$ cat config.mk
export PLATFORM = sky130hd
export DESIGN_NAME = id_ex_pipe_reg_flat
export DESIGN_NICKNAME = d
export VERILOG_FILES = /design/src/rtl/id_ex_pipe_reg_if.sv /design/src/rtl/id_ex_pipe_reg.sv /design/src/flat_wrapper.sv
export SDC_FILE = /design/constraint.sdc
export NUM_CORES = 1
export LEC_CHECK = 0
export CORE_MARGIN = 5
export CORE_UTILIZATION = 41
export CTS_BUF_LIST = sky130_fd_sc_hd__clkbuf_16
export CTS_CLUSTER_DIAMETER = 60
export DETAILED_ROUTE_END_ITERATION = 8
export PLACE_DENSITY = 0.81
export SYNTH_ARGS = -nofsm -noshare
export SYNTH_HDL_FRONTEND = slang
export SYNTH_SLANG_ARGS = --single-unit
$ cat constraint.sdc
create_clock -name clk -period 2.5 [get_ports clk]
set_input_delay 0.625 -clock clk [delete_from_list [all_inputs] [get_ports clk]]
set_output_delay 0.625 -clock clk [all_outputs]
set_load 0.01 [all_outputs]
$ cat src/rtl/id_ex_pipe_reg_if.sv
// ID->EX pipeline register bus: decode-side inputs, execute-side registered outputs.
// Master is the decode/control side, slave is the pipeline register itself.
interface id_ex_pipe_reg_if #(
  parameter int unsigned ADDR_W = 32,
  parameter int unsigned REG_W  = 32,
  parameter int unsigned CMD_W  = 4,
  parameter int unsigned SHOP_W = 12,
  parameter int unsigned RA_W   = 4,
  parameter int unsigned CNT_W  = 16
);
  logic              flush;
  logic              freeze;
  logic              cnt_clr;
  logic              valid_in;
  logic [ADDR_W-1:0] pc_in;
  logic              mem_read_in;
  logic              mem_write_in;
  logic              wb_enable_in;
  logic              branch_taken_in;
  logic              status_write_enable_in;
  logic [CMD_W-1:0]  execute_command_in;
  logic [REG_W-1:0]  val_rn_in;
  logic [REG_W-1:0]  val_rm_in;
  logic              immediate_in;
  logic [23:0]       signed_immediate_in;
  logic [SHOP_W-1:0] shift_operand_in;
  logic [RA_W-1:0]   dest_in;
  logic [RA_W-1:0]   src1_in;
  logic [RA_W-1:0]   src2_in;
  logic [3:0]        status_in;

  logic              valid_out;
  logic [ADDR_W-1:0] pc_out;
  logic              mem_read_out;
  logic              mem_write_out;
  logic              wb_enable_out;
  logic              branch_taken_out;
  logic              status_write_enable_out;
  logic [CMD_W-1:0]  execute_command_out;
  logic [REG_W-1:0]  val_rn_out;
  logic [REG_W-1:0]  val_rm_out;
  logic              immediate_out;
  logic [23:0]       signed_immediate_out;
  logic [SHOP_W-1:0] shift_operand_out;
  logic [RA_W-1:0]   dest_out;
  logic [RA_W-1:0]   src1_out;
  logic [RA_W-1:0]   src2_out;
  logic [3:0]        status_out;
  logic [CNT_W-1:0]  bubble_cnt;

  modport master (
    output flush, freeze, cnt_clr, valid_in, pc_in, mem_read_in, mem_write_in,
           wb_enable_in, branch_taken_in, status_write_enable_in, execute_command_in,
           val_rn_in, val_rm_in, immediate_in, signed_immediate_in, shift_operand_in,
           dest_in, src1_in, src2_in, status_in,
    input  valid_out, pc_out, mem_read_out, mem_write_out, wb_enable_out,
           branch_taken_out, status_write_enable_out, execute_command_out,
           val_rn_out, val_rm_out, immediate_out, signed_immediate_out,
           shift_operand_out, dest_out, src1_out, src2_out, status_out, bubble_cnt
  );

  modport slave (
    input  flush, freeze, cnt_clr, valid_in, pc_in, mem_read_in, mem_write_in,
           wb_enable_in, branch_taken_in, status_write_enable_in, execute_command_in,
           val_rn_in, val_rm_in, immediate_in, signed_immediate_in, shift_operand_in,
           dest_in, src1_in, src2_in, status_in,
    output valid_out, pc_out, mem_read_out, mem_write_out, wb_enable_out,
           branch_taken_out, status_write_enable_out, execute_command_out,
           val_rn_out, val_rm_out, immediate_out, signed_immediate_out,
           shift_operand_out, dest_out, src1_out, src2_out, status_out, bubble_cnt
  );
endinterface

$ cat src/rtl/id_ex_pipe_reg.sv
// ID->EX pipeline register with flush/freeze, valid tracking and a saturating
// bubble counter used for pipeline-efficiency debug.
module id_ex_pipe_reg #(
  parameter int unsigned ADDR_W = 32,
  parameter int unsigned REG_W  = 32,
  parameter int unsigned CMD_W  = 4,
  parameter int unsigned SHOP_W = 12,
  parameter int unsigned RA_W   = 4,
  parameter int unsigned CNT_W  = 16
) (
  input  logic              clk,
  input  logic              rst,
  id_ex_pipe_reg_if.slave   bus
);

  localparam logic [CNT_W-1:0] CNT_MAX = {CNT_W{1'b1}};

  logic load_c;
  logic bubble_c;
  logic ctrl_keep_c;

  // A bubble enters EX when squashed, or when an empty slot is loaded.
  assign load_c      = !bus.flush && !bus.freeze;
  assign bubble_c    = bus.flush || (load_c && !bus.valid_in);
  assign ctrl_keep_c = bus.valid_in;

  // Entry registers: flush clears, freeze holds, otherwise load.
  always_ff @(posedge clk or negedge rst) begin
    if (!rst) begin
      bus.valid_out               <= 1'b0;
      bus.pc_out                  <= '0;
      bus.mem_read_out            <= 1'b0;
      bus.mem_write_out           <= 1'b0;
      bus.wb_enable_out           <= 1'b0;
      bus.branch_taken_out        <= 1'b0;
      bus.status_write_enable_out <= 1'b0;
      bus.execute_command_out     <= '0;
      bus.val_rn_out              <= '0;
      bus.val_rm_out              <= '0;
      bus.immediate_out           <= 1'b0;
      bus.signed_immediate_out    <= '0;
      bus.shift_operand_out       <= '0;
      bus.dest_out                <= '0;
      bus.src1_out                <= '0;
      bus.src2_out                <= '0;
      bus.status_out              <= '0;
    end else if (bus.flush) begin
      bus.valid_out               <= 1'b0;
      bus.pc_out                  <= '0;
      bus.mem_read_out            <= 1'b0;
      bus.mem_write_out           <= 1'b0;
      bus.wb_enable_out           <= 1'b0;
      bus.branch_taken_out        <= 1'b0;
      bus.status_write_enable_out <= 1'b0;
      bus.execute_command_out     <= '0;
      bus.val_rn_out              <= '0;
      bus.val_rm_out              <= '0;
      bus.immediate_out           <= 1'b0;
      bus.signed_immediate_out    <= '0;
      bus.shift_operand_out       <= '0;
      bus.dest_out                <= '0;
      bus.src1_out                <= '0;
      bus.src2_out                <= '0;
      bus.status_out              <= '0;
    end else if (!bus.freeze) begin
      bus.valid_out               <= bus.valid_in;
      bus.pc_out                  <= bus.pc_in;
      // Control is gated by valid so a bubble can never write or branch.
      bus.mem_read_out            <= bus.mem_read_in            && ctrl_keep_c;
      bus.mem_write_out           <= bus.mem_write_in           && ctrl_keep_c;
      bus.wb_enable_out           <= bus.wb_enable_in           && ctrl_keep_c;
      bus.branch_taken_out        <= bus.branch_taken_in        && ctrl_keep_c;
      bus.status_write_enable_out <= bus.status_write_enable_in && ctrl_keep_c;
      bus.execute_command_out     <= ctrl_keep_c ? bus.execute_command_in : '0;
      bus.val_rn_out              <= bus.val_rn_in;
      bus.val_rm_out              <= bus.val_rm_in;
      bus.immediate_out           <= bus.immediate_in;
      bus.signed_immediate_out    <= bus.signed_immediate_in;
      bus.shift_operand_out       <= bus.shift_operand_in;
      bus.dest_out                <= bus.dest_in;
      bus.src1_out                <= bus.src1_in;
      bus.src2_out                <= bus.src2_in;
      bus.status_out              <= bus.status_in;
    end
  end

  // Saturating bubble counter; clear wins over a same-cycle increment.
  always_ff @(posedge clk or negedge rst) begin
    if (!rst) begin
      bus.bubble_cnt <= '0;
    end else if (bus.cnt_clr) begin
      bus.bubble_cnt <= '0;
    end else if (bubble_c && (bus.bubble_cnt != CNT_MAX)) begin
      bus.bubble_cnt <= bus.bubble_cnt + CNT_W'(1);
    end
  end

endmodule

$ cat src/flat_wrapper.sv
// flat-port wrapper written by rule: the top's interface ports become plain ports
module id_ex_pipe_reg_flat 
#(
  parameter int unsigned ADDR_W = 32,
  parameter int unsigned REG_W  = 32,
  parameter int unsigned CMD_W  = 4,
  parameter int unsigned SHOP_W = 12,
  parameter int unsigned RA_W   = 4,
  parameter int unsigned CNT_W  = 16
)
  (clk, rst, bus_flush, bus_freeze, bus_cnt_clr, bus_valid_in, bus_pc_in, bus_mem_read_in, bus_mem_write_in, bus_wb_enable_in, bus_branch_taken_in, bus_status_write_enable_in, bus_execute_command_in, bus_val_rn_in, bus_val_rm_in, bus_immediate_in, bus_signed_immediate_in, bus_shift_operand_in, bus_dest_in, bus_src1_in, bus_src2_in, bus_status_in, bus_valid_out, bus_pc_out, bus_mem_read_out, bus_mem_write_out, bus_wb_enable_out, bus_branch_taken_out, bus_status_write_enable_out, bus_execute_command_out, bus_val_rn_out, bus_val_rm_out, bus_immediate_out, bus_signed_immediate_out, bus_shift_operand_out, bus_dest_out, bus_src1_out, bus_src2_out, bus_status_out, bus_bubble_cnt);
  id_ex_pipe_reg_if #(.ADDR_W(ADDR_W), .REG_W(REG_W), .CMD_W(CMD_W), .SHOP_W(SHOP_W), .RA_W(RA_W), .CNT_W(CNT_W)) bus_i ();
  input  logic clk;
  input  logic rst;
  input wire logic [$bits(bus_i.flush)-1:0] bus_flush;
  input wire logic [$bits(bus_i.freeze)-1:0] bus_freeze;
  input wire logic [$bits(bus_i.cnt_clr)-1:0] bus_cnt_clr;
  input wire logic [$bits(bus_i.valid_in)-1:0] bus_valid_in;
  input wire logic [$bits(bus_i.pc_in)-1:0] bus_pc_in;
  input wire logic [$bits(bus_i.mem_read_in)-1:0] bus_mem_read_in;
  input wire logic [$bits(bus_i.mem_write_in)-1:0] bus_mem_write_in;
  input wire logic [$bits(bus_i.wb_enable_in)-1:0] bus_wb_enable_in;
  input wire logic [$bits(bus_i.branch_taken_in)-1:0] bus_branch_taken_in;
  input wire logic [$bits(bus_i.status_write_enable_in)-1:0] bus_status_write_enable_in;
  input wire logic [$bits(bus_i.execute_command_in)-1:0] bus_execute_command_in;
  input wire logic [$bits(bus_i.val_rn_in)-1:0] bus_val_rn_in;
  input wire logic [$bits(bus_i.val_rm_in)-1:0] bus_val_rm_in;
  input wire logic [$bits(bus_i.immediate_in)-1:0] bus_immediate_in;
  input wire logic [$bits(bus_i.signed_immediate_in)-1:0] bus_signed_immediate_in;
  input wire logic [$bits(bus_i.shift_operand_in)-1:0] bus_shift_operand_in;
  input wire logic [$bits(bus_i.dest_in)-1:0] bus_dest_in;
  input wire logic [$bits(bus_i.src1_in)-1:0] bus_src1_in;
  input wire logic [$bits(bus_i.src2_in)-1:0] bus_src2_in;
  input wire logic [$bits(bus_i.status_in)-1:0] bus_status_in;
  output wire logic [$bits(bus_i.valid_out)-1:0] bus_valid_out;
  output wire logic [$bits(bus_i.pc_out)-1:0] bus_pc_out;
  output wire logic [$bits(bus_i.mem_read_out)-1:0] bus_mem_read_out;
  output wire logic [$bits(bus_i.mem_write_out)-1:0] bus_mem_write_out;
  output wire logic [$bits(bus_i.wb_enable_out)-1:0] bus_wb_enable_out;
  output wire logic [$bits(bus_i.branch_taken_out)-1:0] bus_branch_taken_out;
  output wire logic [$bits(bus_i.status_write_enable_out)-1:0] bus_status_write_enable_out;
  output wire logic [$bits(bus_i.execute_command_out)-1:0] bus_execute_command_out;
  output wire logic [$bits(bus_i.val_rn_out)-1:0] bus_val_rn_out;
  output wire logic [$bits(bus_i.val_rm_out)-1:0] bus_val_rm_out;
  output wire logic [$bits(bus_i.immediate_out)-1:0] bus_immediate_out;
  output wire logic [$bits(bus_i.signed_immediate_out)-1:0] bus_signed_immediate_out;
  output wire logic [$bits(bus_i.shift_operand_out)-1:0] bus_shift_operand_out;
  output wire logic [$bits(bus_i.dest_out)-1:0] bus_dest_out;
  output wire logic [$bits(bus_i.src1_out)-1:0] bus_src1_out;
  output wire logic [$bits(bus_i.src2_out)-1:0] bus_src2_out;
  output wire logic [$bits(bus_i.status_out)-1:0] bus_status_out;
  output wire logic [$bits(bus_i.bubble_cnt)-1:0] bus_bubble_cnt;
  assign bus_i.flush = bus_flush;
  assign bus_i.freeze = bus_freeze;
  assign bus_i.cnt_clr = bus_cnt_clr;
  assign bus_i.valid_in = bus_valid_in;
  assign bus_i.pc_in = bus_pc_in;
  assign bus_i.mem_read_in = bus_mem_read_in;
  assign bus_i.mem_write_in = bus_mem_write_in;
  assign bus_i.wb_enable_in = bus_wb_enable_in;
  assign bus_i.branch_taken_in = bus_branch_taken_in;
  assign bus_i.status_write_enable_in = bus_status_write_enable_in;
  assign bus_i.execute_command_in = bus_execute_command_in;
  assign bus_i.val_rn_in = bus_val_rn_in;
  assign bus_i.val_rm_in = bus_val_rm_in;
  assign bus_i.immediate_in = bus_immediate_in;
  assign bus_i.signed_immediate_in = bus_signed_immediate_in;
  assign bus_i.shift_operand_in = bus_shift_operand_in;
  assign bus_i.dest_in = bus_dest_in;
  assign bus_i.src1_in = bus_src1_in;
  assign bus_i.src2_in = bus_src2_in;
  assign bus_i.status_in = bus_status_in;
  assign bus_valid_out = bus_i.valid_out;
  assign bus_pc_out = bus_i.pc_out;
  assign bus_mem_read_out = bus_i.mem_read_out;
  assign bus_mem_write_out = bus_i.mem_write_out;
  assign bus_wb_enable_out = bus_i.wb_enable_out;
  assign bus_branch_taken_out = bus_i.branch_taken_out;
  assign bus_status_write_enable_out = bus_i.status_write_enable_out;
  assign bus_execute_command_out = bus_i.execute_command_out;
  assign bus_val_rn_out = bus_i.val_rn_out;
  assign bus_val_rm_out = bus_i.val_rm_out;
  assign bus_immediate_out = bus_i.immediate_out;
  assign bus_signed_immediate_out = bus_i.signed_immediate_out;
  assign bus_shift_operand_out = bus_i.shift_operand_out;
  assign bus_dest_out = bus_i.dest_out;
  assign bus_src1_out = bus_i.src1_out;
  assign bus_src2_out = bus_i.src2_out;
  assign bus_status_out = bus_i.status_out;
  assign bus_bubble_cnt = bus_i.bubble_cnt;
  id_ex_pipe_reg #(.ADDR_W(ADDR_W), .REG_W(REG_W), .CMD_W(CMD_W), .SHOP_W(SHOP_W), .RA_W(RA_W), .CNT_W(CNT_W)) u_core (.clk(clk), .rst(rst), .bus(bus_i));
endmodule
==> results.toml <==
[run_status]
status = "completed"

[place]
dp_hpwl_um = 15700
dpl_cell_area_um2 = 10900
placedCellCount = 1157
gp_congestion = 0.826
numPortBuffers = 338

[setup_path]
cp_cell_sequence = "clkdlybuf4s50_1 > o21ba_4 > or4b_1 > nor4b_1 > mux2_2"
max_stage_delay_ns = 0.67
crit_type = "input port to flop"
end_kind = "flop"
arrival_ns = 2.70
worst-path-max-fanout = 7
cp_slowest_cell = "or4b_1"
critPathRequiredTime_ns = 2.81
worst_setup_path_start_kind = "input port"

[cells_and_area]
final_nets = 1116
stdcell_count = 1189
layout_commonest_cell = "clkdlybuf4s50_1"
drive_above_1_share_pct = 5.50
n_antenna_cell = 0
layout_common_cells = "335 x clkdlybuf4s50_1, 175 x dfrtp_1, 166 x nor2_1"
multiInputGateArea_um2 = 2660
fillers = 1376
fin_area_um2 = 11400
areaGrowthSynthToFinish_pct = 58.5
regArea_um2 = 4380

[clock_tree]
clock_latency_ns = 0.42
clk_pin_slew_worst_paths_ns = 0.07
post_cts_resized = 0
max-clock-path-buffers = 2
cts_tree = "done"
htree_num_levels = 4
holdBufCountCts = 0
postCtsSetupRepairBufs = 0
cts_buffers = 17
cts.sinks = 175
root_buffer = "clkbuf_16"

[timing]
relSlewSlack_pct = 38.5
rsz0062_at_grt = "false"
fin_crit_sh_pct = 95.6
fin_setup_tns_ns = 0
finalSetupViolCount = 0
worst_pin_slew_ns = 0.914
fin_hold_ws_ns = 0.177
hold_viol_final = 0
fin_skew_ns = 0.0114
final.min_clock_period_ns = 2.39
finalMaxSlewViolations = 0
fmax_mhz = 418

[synthesis]
synth_edf_count = 0
syn-num-nets = 784
yosys_warnings = 0
syn_inst = 619
synth_seq_cells = 175
synthFlopType = "dfrtp_1"
ys_types = 33
synth.avg_cell_area_um2 = 11.7
synthesis.area_um2 = 7220
ys_seq_area_share_pct = 60.7
synthArstFlopShare_pct = 100

[route]
vias = 5960
remaining_drc_errors = 0
post_drt_via_cell_ratio = 5.01
drt-pass1-iter-count = 4
postRouteAntennaNets = 0
finalWirelength_um = 21900
drt_iter0_drc = 289
wl_per_cell_um = 18.4

[power]
p_sw_share_pct = 26.3
seq_power_share_pct = 45.9
p_leak_nw = 5.26
clkPwrFrac_pct = 37.7
cell_internal_pwr_mw = 4.92
power_frac_comb_pct = 16.4
p_sw_mw = 1.75
p_total_mw = 6.67
powerDensity_nw_per_um2 = 583
peakVddDrop_mv = 0.453

[hold_path]
hp-class = "input port to async pin"

[grt]
overflow = 0
antenna_found_initial = 0
groute.usage.overall_pct = 21.4
grt_max_degree = 160
grt_pass1_wl_um = 34300
grt_pass1_vias = 6295

[floorplanning]
die_x_um = 143
io-pin-count = 339
core_area_um2 = 17300
fp.dieArea_um2 = 20400
initial_core_util_pct = 41.7
num_rows = 48
chipHeight_um = 143

[flow_run]
drv_cap = 0
==> sequential cells by signal (all words and copies together) (netlist names) <==
register and count:
u_core.bus.branch_taken_out 1, u_core.bus.val_rm_out 32, u_core.bus.src2_out 4, u_core.bus.val_rn_out 32, u_core.bus.bubble_cnt 16, u_core.bus.mem_write_out 1, u_core.bus.signed_immediate_out 24, u_core.bus.pc_out 32
u_core.bus.immediate_out 1, u_core.bus.dest_out 4, u_core.bus.status_write_enable_out 1, u_core.bus.shift_operand_out 12, u_core.bus.execute_command_out 4, u_core.bus.wb_enable_out 1, u_core.bus.valid_out 1, u_core.bus.status_out 4
u_core.bus.mem_read_out 1, u_core.bus.src1_out 4
==> cell type report <==
class	count	share of cell area, %
inverter	5	0.164
multi-input combinational	399	23.3
sequential	175	38.3
tap	225	2.46
clock inverter	15	1.09
clock buffer	17	3.72
timing repair buffer	353	31.0
==> Yosys cell counts, drive strengths merged (5+ instances only) <==
cell,instances,area share [%]
o31ai,5,0.52
nor2,166,8.6
mux2i,150,21
dfrtp,175,61
buf,11,0.71
nand2,11,0.57
clkbuf,29,1.5
nor4,5,0.43
inv,5,0.26
a22oi,6,0.62
or3,7,0.61
a21oi,13,0.90
==> power groups by stage <==
stage	sequential (mW)	combinational [mW]	clock (mW)
global placement	3.11	1.09	0
finish	3.06	1.10	2.52
CTS	3.06	1.11	2.57
global route	3.08	1.19	2.69
detailed placement	3.11	1.11	0
floorplan	3.18	0.321	0
==> worst max-delay path: cells and delay by family <==
family / cells / cell delay (ns)
mux: 1 / 0.37
buf+inv: 1 / 0.44
compound gates: 1 / 0.25
simple gates: 2 / 1.01
==> layer usage <==
| metal | GRT usage, % | share of wire (%) |
|---|---|---|
| met5 | 0 | 0 |
| met4 | 7.45 | 2.8 |
| met3 | 7.57 | 8.9 |
| met2 | 36.3 | 50 |
| met1 | 25.2 | 38 |
==> path summary, 6_finish.rpt <==
kind / start / endpoint / slack (ns) / depth (start not counted)
worst max register to register: u_core.bus.bubble_cnt[6]$_DFFE_PN0P_ / u_core.bus.bubble_cnt[13]$_DFFE_PN0P_ / 0.37 / 4
worst max-delay path: bus_valid_in / u_core.bus.bubble_cnt[13]$_DFFE_PN0P_ / 0.11 / 5
worst min-delay path: rst / u_core.bus.pc_out[4]$_DFFE_PN0P_ / 0.18 / 1
worst min register to register: u_core.bus.val_rm_out[29]$_DFFE_PN0P_ / u_core.bus.val_rm_out[29]$_DFFE_PN0P_ / 0.52 / 2
min in group clk: u_core.bus.val_rm_out[29]$_DFFE_PN0P_ / u_core.bus.val_rm_out[29]$_DFFE_PN0P_ / 0.52 / 2
max in group asynchronous: rst / u_core.bus.val_rn_out[23]$_DFFE_PN0P_ / 1.61 / 2
==> through the flow <==
stage          setup WS, ns  utilization (%)
2_1_floorplan         0.191                -
3_3_place_gp         -0.228             63.0
3_5_place_dp         -0.314             63.0
4_1_cts               0.127             66.1
5_1_grt              0.0396             66.1
6_report              0.110             66.1
==> cell families after synthesis <==
| kind of cell | Yosys count | synth area share, % |
|---|---|---|
| compound gates | 36 | 3.33 |
| fa+ha+maj | 1 | 0.173 |
| flops | 175 | 60.7 |
| mux | 152 | 21.1 |
| buf+inv | 45 | 2.48 |
| simple gates | 210 | 12.3 |
Power figures use the tool's default switching activity.
